==> src/rtl/mips_ctrl_pkg.sv <==
// ---------------------------------------------------------------------------
// mips_ctrl_pkg
//   Shared definitions for the multi-cycle MIPS control unit:
//   - FSM state encodings (also exported on state_dbg)
//   - opcode / funct constants for the supported instruction subset
//   - ALU control codes
//   - datapath mux-select constants
//   - decode_next(): DECODE-state dispatch on the opcode field
// ---------------------------------------------------------------------------
package mips_ctrl_pkg;

    typedef enum logic [3:0] {
        S_IDLE      = 4'd0,
        S_FETCH     = 4'd1,
        S_DECODE    = 4'd2,
        S_MEM_ADDR  = 4'd3,
        S_MEM_READ  = 4'd4,
        S_MEM_WB    = 4'd5,
        S_MEM_WRITE = 4'd6,
        S_R_EXEC    = 4'd7,
        S_R_WB      = 4'd8,
        S_I_EXEC    = 4'd9,
        S_I_WB      = 4'd10,
        S_BRANCH    = 4'd11,
        S_JUMP      = 4'd12,
        S_ILLEGAL   = 4'd13
    } state_t;

    // Opcodes (instruction[31:26])
    localparam logic [5:0] OP_RTYPE = 6'h00;
    localparam logic [5:0] OP_J     = 6'h02;
    localparam logic [5:0] OP_JAL   = 6'h03;
    localparam logic [5:0] OP_BEQ   = 6'h04;
    localparam logic [5:0] OP_BNE   = 6'h05;
    localparam logic [5:0] OP_ADDI  = 6'h08;
    localparam logic [5:0] OP_SLTI  = 6'h0A;
    localparam logic [5:0] OP_ANDI  = 6'h0C;
    localparam logic [5:0] OP_ORI   = 6'h0D;
    localparam logic [5:0] OP_LW    = 6'h23;
    localparam logic [5:0] OP_SW    = 6'h2B;

    // R-type function codes (instruction[5:0])
    localparam logic [5:0] FN_ADD = 6'h20;
    localparam logic [5:0] FN_SUB = 6'h22;
    localparam logic [5:0] FN_AND = 6'h24;
    localparam logic [5:0] FN_OR  = 6'h25;
    localparam logic [5:0] FN_SLT = 6'h2A;

    // ALU control codes
    localparam logic [3:0] ALU_AND = 4'b0000;
    localparam logic [3:0] ALU_OR  = 4'b0001;
    localparam logic [3:0] ALU_ADD = 4'b0010;
    localparam logic [3:0] ALU_SUB = 4'b0110;
    localparam logic [3:0] ALU_SLT = 4'b0111;

    // PC source mux
    localparam logic [1:0] PCSRC_ALU    = 2'd0;
    localparam logic [1:0] PCSRC_ALUOUT = 2'd1;
    localparam logic [1:0] PCSRC_JUMP   = 2'd2;

    // ALU operand A mux
    localparam logic SRCA_PC = 1'b0;
    localparam logic SRCA_RS = 1'b1;

    // ALU operand B mux
    localparam logic [1:0] SRCB_RT     = 2'd0;
    localparam logic [1:0] SRCB_FOUR   = 2'd1;
    localparam logic [1:0] SRCB_IMM    = 2'd2;
    localparam logic [1:0] SRCB_IMM_SH = 2'd3;

    // Register-file destination mux
    localparam logic [1:0] DST_RT = 2'd0;
    localparam logic [1:0] DST_RD = 2'd1;
    localparam logic [1:0] DST_RA = 2'd2;

    // Write-back data mux
    localparam logic [1:0] WB_ALUOUT = 2'd0;
    localparam logic [1:0] WB_MDR    = 2'd1;
    localparam logic [1:0] WB_PC     = 2'd2;

    // Dispatch from DECODE: anything outside the supported subset goes
    // to ILLEGAL so the core simply skips it.
    function automatic state_t decode_next(input logic [5:0] op);
        state_t nxt;
        case (op)
            OP_RTYPE:                          nxt = S_R_EXEC;
            OP_LW, OP_SW:                      nxt = S_MEM_ADDR;
            OP_BEQ, OP_BNE:                    nxt = S_BRANCH;
            OP_ADDI, OP_SLTI, OP_ANDI, OP_ORI: nxt = S_I_EXEC;
            OP_J, OP_JAL:                      nxt = S_JUMP;
            default:                           nxt = S_ILLEGAL;
        endcase
        return nxt;
    endfunction

endpackage

==> src/rtl/mips_multicycle_ctrl_alu_decode.sv <==
// ---------------------------------------------------------------------------
// mips_alu_decode
//   Combinational ALU-operation decoder for the multi-cycle control unit.
//   Ports:
//     opcode      in   6  instruction[31:26]
//     funct       in   6  instruction[5:0]
//     state       in   state_t  current control state
//     alu_ctrl    out  4  ALU operation for the current state
//     imm_zext    out  1  zero-extend the immediate (andi/ori, I_EXEC/I_WB)
//     funct_valid out  1  funct is one of the supported R-type functions
//   States that do not name an operation (address/PC arithmetic, idle,
//   write-back) get ADD, which is the ALU's natural resting operation.
// ---------------------------------------------------------------------------
module mips_alu_decode
    import mips_ctrl_pkg::*;
(
    input  logic [5:0] opcode,
    input  logic [5:0] funct,
    input  state_t     state,
    output logic [3:0] alu_ctrl,
    output logic       imm_zext,
    output logic       funct_valid
);

    logic [3:0] fn_alu;
    logic [3:0] imm_alu;
    logic       imm_logical;

    // R-type function field
    always_comb begin
        fn_alu      = ALU_ADD;
        funct_valid = 1'b1;
        case (funct)
            FN_ADD:  fn_alu = ALU_ADD;
            FN_SUB:  fn_alu = ALU_SUB;
            FN_AND:  fn_alu = ALU_AND;
            FN_OR:   fn_alu = ALU_OR;
            FN_SLT:  fn_alu = ALU_SLT;
            default: funct_valid = 1'b0;
        endcase
    end

    // I-type ALU instructions; andi/ori are logical and take a
    // zero-extended immediate, addi/slti sign-extend.
    always_comb begin
        imm_alu     = ALU_ADD;
        imm_logical = 1'b0;
        case (opcode)
            OP_SLTI: imm_alu = ALU_SLT;
            OP_ANDI: begin
                imm_alu     = ALU_AND;
                imm_logical = 1'b1;
            end
            OP_ORI: begin
                imm_alu     = ALU_OR;
                imm_logical = 1'b1;
            end
            default: imm_alu = ALU_ADD;
        endcase
    end

    always_comb begin
        alu_ctrl = ALU_ADD;
        imm_zext = 1'b0;
        case (state)
            S_R_EXEC: alu_ctrl = fn_alu;
            S_I_EXEC: begin
                alu_ctrl = imm_alu;
                imm_zext = imm_logical;
            end
            // Extension select stays stable through the write-back cycle.
            S_I_WB:   imm_zext = imm_logical;
            S_BRANCH: alu_ctrl = ALU_SUB;
            default:  alu_ctrl = ALU_ADD;
        endcase
    end

endmodule

==> src/rtl/mips_multicycle_ctrl.sv <==
// ---------------------------------------------------------------------------
// mips_multicycle_ctrl
//   Control FSM for the multi-cycle MIPS datapath (IR, register file, ALU,
//   PC mux, unified memory port). Memory accesses use a req/ready handshake:
//   mem_req is held until mem_ready is seen. Retired instructions are
//   counted in a free-running, wrapping counter.
//
//   Ports:
//     clk, reset           clock; asynchronous active-high reset
//     run                  leave IDLE and start fetching (sampled in IDLE only)
//     opcode, funct        instruction fields, valid from DECODE onwards
//     zero                 ALU zero flag (same cycle)
//     mem_ready            memory completes the current access this cycle
//     mem_req, mem_we      memory access request / write qualifier
//     iord                 memory address select (0 PC, 1 ALUOut)
//     ir_write, pc_en      IR load / PC load enables
//     pc_source            PC mux (ALU, ALUOut, jump target)
//     alu_src_a/b          ALU operand muxes
//     alu_ctrl, imm_zext   ALU operation / immediate extension
//     reg_write, reg_dst   register-file write enable / destination
//     mem_to_reg           write-back data mux (ALUOut, MDR, PC)
//     illegal_op           one-cycle pulse on an unsupported instruction
//     retired              retired-instruction count
//     state_dbg            current state encoding
//
//   Outputs are decoded from the state register (plus mem_ready/zero where
//   an enable must react in the same cycle), so they follow reset
//   immediately and a pending memory request drops as soon as reset rises.
// ---------------------------------------------------------------------------
module mips_multicycle_ctrl
    import mips_ctrl_pkg::*;
#(
    parameter int CNT_W = 32
) (
    input  logic             clk,
    input  logic             reset,
    input  logic             run,
    input  logic [5:0]       opcode,
    input  logic [5:0]       funct,
    input  logic             zero,
    input  logic             mem_ready,
    output logic             mem_req,
    output logic             mem_we,
    output logic             iord,
    output logic             ir_write,
    output logic             pc_en,
    output logic [1:0]       pc_source,
    output logic             alu_src_a,
    output logic [1:0]       alu_src_b,
    output logic [3:0]       alu_ctrl,
    output logic             imm_zext,
    output logic             reg_write,
    output logic [1:0]       reg_dst,
    output logic [1:0]       mem_to_reg,
    output logic             illegal_op,
    output logic [CNT_W-1:0] retired,
    output logic [3:0]       state_dbg
);

    state_t state;
    logic   funct_valid;
    logic   retire;

    mips_alu_decode u_alu_decode (
        .opcode      (opcode),
        .funct       (funct),
        .state       (state),
        .alu_ctrl    (alu_ctrl),
        .imm_zext    (imm_zext),
        .funct_valid (funct_valid)
    );

    // State register and retired counter
    always_ff @(posedge clk or posedge reset) begin
        if (reset) begin
            state   <= S_IDLE;
            retired <= '0;
        end else begin
            if (retire) begin
                retired <= retired + CNT_W'(1);
            end
            case (state)
                S_IDLE:      state <= run ? S_FETCH : S_IDLE;
                S_FETCH:     state <= mem_ready ? S_DECODE : S_FETCH;
                S_DECODE:    state <= decode_next(opcode);
                S_MEM_ADDR:  state <= (opcode == OP_LW) ? S_MEM_READ : S_MEM_WRITE;
                S_MEM_READ:  state <= mem_ready ? S_MEM_WB : S_MEM_READ;
                S_MEM_WB:    state <= S_FETCH;
                S_MEM_WRITE: state <= mem_ready ? S_FETCH : S_MEM_WRITE;
                S_R_EXEC:    state <= funct_valid ? S_R_WB : S_ILLEGAL;
                S_R_WB:      state <= S_FETCH;
                S_I_EXEC:    state <= S_I_WB;
                S_I_WB:      state <= S_FETCH;
                S_BRANCH:    state <= S_FETCH;
                S_JUMP:      state <= S_FETCH;
                S_ILLEGAL:   state <= S_FETCH;
                default:     state <= S_IDLE;
            endcase
        end
    end

    assign state_dbg = state;

    // Datapath controls; anything a state does not use stays 0.
    always_comb begin
        mem_req    = 1'b0;
        mem_we     = 1'b0;
        iord       = 1'b0;
        ir_write   = 1'b0;
        pc_en      = 1'b0;
        pc_source  = PCSRC_ALU;
        alu_src_a  = SRCA_PC;
        alu_src_b  = SRCB_RT;
        reg_write  = 1'b0;
        reg_dst    = DST_RT;
        mem_to_reg = WB_ALUOUT;
        illegal_op = 1'b0;
        retire     = 1'b0;
        case (state)
            S_FETCH: begin
                // PC+4 is computed every fetch cycle, but IR and PC only
                // load on the cycle the memory delivers the instruction.
                mem_req   = 1'b1;
                alu_src_b = SRCB_FOUR;
                ir_write  = mem_ready;
                pc_en     = mem_ready;
            end
            S_DECODE: begin
                // Speculative branch target PC + (imm << 2) into ALUOut.
                alu_src_b = SRCB_IMM_SH;
            end
            S_MEM_ADDR: begin
                alu_src_a = SRCA_RS;
                alu_src_b = SRCB_IMM;
            end
            S_MEM_READ: begin
                mem_req = 1'b1;
                iord    = 1'b1;
            end
            S_MEM_WB: begin
                reg_write  = 1'b1;
                mem_to_reg = WB_MDR;
                retire     = 1'b1;
            end
            S_MEM_WRITE: begin
                mem_req = 1'b1;
                mem_we  = 1'b1;
                iord    = 1'b1;
                retire  = mem_ready;
            end
            S_R_EXEC: begin
                alu_src_a = SRCA_RS;
                alu_src_b = SRCB_RT;
            end
            S_R_WB: begin
                reg_write = 1'b1;
                reg_dst   = DST_RD;
                retire    = 1'b1;
            end
            S_I_EXEC: begin
                alu_src_a = SRCA_RS;
                alu_src_b = SRCB_IMM;
            end
            S_I_WB: begin
                reg_write = 1'b1;
                retire    = 1'b1;
            end
            S_BRANCH: begin
                // rs - rt sets zero; the target already sits in ALUOut.
                alu_src_a = SRCA_RS;
                alu_src_b = SRCB_RT;
                pc_source = PCSRC_ALUOUT;
                pc_en     = (opcode == OP_BEQ) ? zero : ~zero;
                retire    = 1'b1;
            end
            S_JUMP: begin
                pc_en     = 1'b1;
                pc_source = PCSRC_JUMP;
                if (opcode == OP_JAL) begin
                    // PC already holds the return address (old PC + 4).
                    reg_write  = 1'b1;
                    reg_dst    = DST_RA;
                    mem_to_reg = WB_PC;
                end
                retire = 1'b1;
            end
            S_ILLEGAL: begin
                illegal_op = 1'b1;
            end
            default: begin
                retire = 1'b0;
            end
        endcase
    end

endmodule

==> config.mk <==
export PLATFORM = sky130hd
export DESIGN_NAME = mips_multicycle_ctrl
export DESIGN_NICKNAME = d
export VERILOG_FILES = /design/src/rtl/mips_ctrl_pkg.sv /design/src/rtl/mips_multicycle_ctrl_alu_decode.sv /design/src/rtl/mips_multicycle_ctrl.sv
export SDC_FILE = /design/constraint.sdc
export NUM_CORES = 1
export LEC_CHECK = 0
export CAP_MARGIN = 0
export CELL_PAD_IN_SITES_DETAIL_PLACEMENT = 1
export CELL_PAD_IN_SITES_GLOBAL_PLACEMENT = 1
export CORE_UTILIZATION = 31
export DETAILED_ROUTE_END_ITERATION = 7
export HOLD_SLACK_MARGIN = 0.12
export PLACE_DENSITY_LB_ADDON = 0.1
export REMOVE_ABC_BUFFERS = 1
export SLEW_MARGIN = 20
export SYNTH_ARGS = -nofsm -noshare
export SYNTH_HDL_FRONTEND = slang
export SYNTH_SLANG_ARGS = --single-unit
==> constraint.sdc <==
create_clock -name clk -period 1.9 [get_ports clk]
set_clock_uncertainty 0.2 [all_clocks]
set_input_delay 0.38 -clock clk [delete_from_list [all_inputs] [get_ports clk]]
set_output_delay 0.38 -clock clk [all_outputs]
set_load 0.05 [all_outputs]
# == Word-level counts from Yosys, hierarchy flattened ==
# Cells that the tools add are included.
# word_totals
register_bits,36
inputBits,17
out_inout_bits,57
elab_cells,78
# op_classes
add_sub_neg,1
eq_ne,28
muxes,30
n_bitwise,1
reduce_logical,16
# op_table
operator,n
$eq 6x6->1 const B,7
$pmux 4 s9,1
$add 32x1->32 const B,1
$eq 4x4->1 const B,6
$eq 6x4->1 const B,4
$pmux 4 s5,1
$pmux 3 s3,2
$eq 4x3->1 const B,4
$reduce_or 2->1,7
$mux 1,13
$eq 6x2->1 const B,2
$eq 6x3->1 const B,2
$pmux 2 s2,3
$pmux 3 s4,1
$reduce_or 5->1,2
$eq 4x2->1 const B,2
$reduce_or 4->1,2
$logic_not 6->1,1
$mux 2,3
$mux 3,2
$pmux 2 s3,1
$reduce_or 3->1,2
$reduce_or 6->1,1
$eq 4x1->1 const B,1
other kinds (4),5

# == Logic depth before layout (Yosys ltp) ==
# Gate-level depths: netlist of run 1.
# logic_depth
word_depth,5
mapped_depth,7

# == Cells and area by module ==
# A second synthesis of run 1 with hierarchy kept.
# unflattened
hier_cells,250
area_unflattened_um2,2376.0
# by_module_without_submodules
mod,instances,cells_each,area_per_inst_um2
mips_multicycle_ctrl,1,219,2154.6
mips_alu_decode,1,31,221.5

# == Least setup slack after synthesis of run 1 ==
# No wires, ideal clock.
# synth_timing
path_type,reg-to-output
start,register state[2] (netlist: state_dbg[2])
end,output reg_write
arrival_time_ps,3244
path_slack_ps,-1924
path_stages_with_launch,6
cell_sequence,dfrtp_1 buf_2 nand2_1 nor3_1 and3_1 or3_1
# synth_via
elab_chain_len,3
# synth_lines
item,line_no,rtl
"start, declared",mips_multicycle_ctrl.sv:60,state_t state;
"start signal, assigned",mips_multicycle_ctrl.sv:83,S_IDLE: state <= run ? S_FETCH : S_IDLE;
"start signal, assigned",mips_multicycle_ctrl.sv:84,S_FETCH: state <= mem_ready ? S_DECODE : S_FETCH;
"start signal, assigned",mips_multicycle_ctrl.sv:85,S_DECODE: state <= decode_next(opcode);
$eq 4x4->1 / $eq 4x3->1 (equally long branches),mips_multicycle_ctrl.sv:119,case (state)
$reduce_or 3->1 (no line),--,
$pmux 1 s2 *,mips_multicycle_ctrl.sv:119,
"end, declared",mips_multicycle_ctrl.sv:52,"output logic reg_write,"
# Every way passes the cells marked *; elsewhere a longest branch is shown, timed or not.

# == Worst setup path after layout of run 1 ==
# layout_timing
start,register state[3] (netlist: state_dbg[3])
end,output alu_ctrl[2]
# layout_via
elab_chain_len,2
# layout_lines
item,line_no,rtl
$eq 4x4->1 / $eq 4x3->1 (equally long branches),mips_multicycle_ctrl_alu_decode.sv:65,case (state)
$pmux 3 s3 *,mips_multicycle_ctrl_alu_decode.sv:65,
"end, declared",mips_multicycle_ctrl.sv:50,"output logic [3:0] alu_ctrl,"
# Marked as above.

==> flow_summary.yaml, run 1 <==
routing:
  post_drt_wl_per_cell_um: 27.8
  drt_first_pass_iters: 4
  vias_per_cell: 5.63
  drc_errors: 0
  totalWireLength_um: 14600
  ant_nets: 0
  drtIter0Drc: 174
  routed-via-count: 2954
setup_path:
  required_ps: 1320
  critical_path.cell_chain: "nor2b_4 > and2_4 > nor4bb_4 > o21ai_2 > a21boi_1 > buf_4 > buf_12"
  max_stage_delay_ps: 490
  start_kind: "flop"
  reg2reg_depth: 8
  critPathTopFamily: "simple AND/OR/NAND/NOR gates"
  worst-setup-path-type: "flop to output pin"
  crit_cells: 7
  endpoint_kind: "output pin"
  cp_num_buf_inv: 2
  critPathSlowestCell: "dfrtp_2"
  worstPathMaxFanout: 5
  worstPathArrival_ps: 1960
synth:
  synth_commonest_cells: "36 x dfrtp_1, 21 x nor2_1, 20 x xnor2_1"
  syn_avg_cell_area_um2: 9.04
  syn_area_mm2: 0.00224
  synthFlopType: "dfrtp_1"
  async_flop_share: 1.00
  yosysSeqAreaShare: 0.402
  synth_area_leader_cell: "dfrtp_1"
  yosysMostFrequentCell: "dfrtp_1"
  yosysWarnings: 0
  ys_top_cells_by_area: "dfrtp_1 40%, xnor2_1 7.8%, xor2_1 4.7%, nor3_1 3.6%, nor2_1 3.5%"
  synth-seq-cells: 36
  synthCells: 248
  synth_edf_count: 0
  synth_cell_types: 51
  synth.top_cell.area_share: 0.402
timing:
  holdWs_ps: 204
  period_needed_ps: 2540
  setup_violations: 58
  setup_ws_ps: -642
  rsz0062_at_grt: "yes"
  max_freq_mhz: 393
  final_max_slew_viol_count: 0
  fin_crit_sh: 1.34
  hold_violations: 0
layout:
  multi_input_area_mm2: 0.00183
  fin_area_mm2: 0.00517
  fin_nets: 446
  diodes: 0
  final_util: 0.749
  final-seq-area_um2: 906
  layout.cells.non_filler: 525
  area_delta_synth_final_pct: 131
  drive_above_1_share: 0.622
  fill_cells: 667
power:
  pwr_density_cell_mw_per_mm2: 1240
  vdd_drop_max_uv: 1110
  power_uw: 6430
  p_leak_uw: 0.00234
clocking:
  cts_tree: "done"
  insertion_delay_ps: 310
  cts_buffer_depth: 2
  cts_max_level: 2
  clk_pin_slew_worst_paths_ps: 90
  cts_hold_buf: 0
  cts.sinks: 36
  cts_root_buf: "clkbuf_8"
  cts_inserted_buffers: 5
grt:
  grtUsageTotal: 0.323
  antenna_found_initial: 0
  grt_start_max_net_pins: 31
  grt_pass1_wl_um: 17800
  overflow: 0
  grt_pass1_vias: 3025
place:
  dpl_cell_area_mm2: 0.00399
  hpwl_um: 6360
  portBuffers: 72
  gp_congestion: 0.817
  place_inst: 475
flow_run:
  cap_violations: 0
run_status:
  status: "complete, but fails checks"
  violations: "setup timing"
floorplan:
  start_util: 0.324
  dieHeight_um: 87.0
  num_rows: 30
  die-area_mm2: 0.00757
  io_pins: 74
  coreArea_mm2: 0.00691
  die_x_um: 87.0
hold_path:
  hp-class: "input pin to async pin"
[placed cells by master (no fill, tap or decap), types with 5 or more instances in the layout]
master / Yosys / layout
and3_1: 10 / 6
buf_12: 0 / 45
buf_4: 3 / 87
buf_6: 0 / 31
buf_8: 0 / 5
clkbuf_8: 0 / 5
dfrtp_1: 36 / 32
dlygate4sd2_1: 0 / 6
inv_1: 8 / 7
nand2_1: 18 / 13
nand3_1: 10 / 6
nand4_1: 9 / 9
nor2_1: 21 / 8
nor2_4: 0 / 12
nor2b_4: 0 / 6
nor3_2: 0 / 5
nor3_4: 0 / 7
xnor2_1: 20 / 18
xor2_1: 12 / 12
[kinds of logic (layout without fill, tap and decap cells)]
logic type,after synthesis,after routing,synth area share
AO/OA/AOI/OAI,33,33,0.103
flip-flops,36,36,0.402
other,1,1,0.00167
XOR/XNOR,32,32,0.125
multiplexers,4,4,0.0190
adder cells (fa/ha/maj),1,1,0.00558
AND/OR/NAND/NOR,120,120,0.301
buffers and inverters,21,202,0.0424
[per-stage QoR]
step                TNS (ps)  worst slack, ps
CTS                    -7850             -435
detailed placement    -12800             -705
global placement      -10510             -638
finish                -19930             -642
floorplan             -38980            -2010
global route          -22510             -705
[cell type report]
| class | count | share of cell area |
|---|---|---|
| multi-input cells | 191 | 0.354 |
| inverters | 8 | 0.00580 |
| repair buffers | 186 | 0.421 |
| well taps | 96 | 0.0232 |
| clock inverters | 2 | 0.00677 |
| clock buffers | 6 | 0.0140 |
| flip-flops and latches | 36 | 0.175 |
[timing repair]
action	4_1_cts	5_1_grt
setup endpoints to repair	51	57
pin swaps	25	41
cloned	1	0
setup buffers	24	23
resized for setup	127	68
[flip-flops by register name (all words and copies together), names as in the netlist]
name,count
retired,32
state_dbg,4
[per-layer routing]
metal | track usage | part of all wire
met5 | 0 | 0
met1 | 0.392 | 0.40
met2 | 0.565 | 0.51
met4 | 0.150 | 0.040
met3 | 0.0436 | 0.046
[report_power, final]
part | switching (uW) | internal, uW | total, uW | leakage (uW)
clock network | 322 | 390 | 712 | 0.0000552
logic | 2390 | 2270 | 4660 | 0.00183
registers | 191 | 869 | 1060 | 0.000463
[worst reg2reg max path, stage by stage (launching register included)]
cell,delay [ps]
dfrtp_2,490
buf_4,180
buf_8,140
nand4b_1,230
a21o_1,270
a21boi_2,160
buf_6,160
nand4_1,140
xnor2_1,240
[final timing paths]
kind / slack [ps] / from / end
setup / recovery: -640 / state_dbg[3] / alu_ctrl[2]
hold / removal: 200 / reset / state_dbg[3]
setup reg to reg: -420 / state_dbg[3] / retired[12]
hold reg to reg: 300 / retired[31] / retired[31]
max in group asynchronous: 770 / reset / retired[18]
min in group clk: 300 / retired[31] / retired[31]
Power figures use the tool's default switching activity.
==> run 2, diff against run 1 <==
GPL_TIMING_DRIVEN = 1   (was unset)
==> results of run 2 <==
The final DEF is identical to that of run 1; final timing and power are the same.
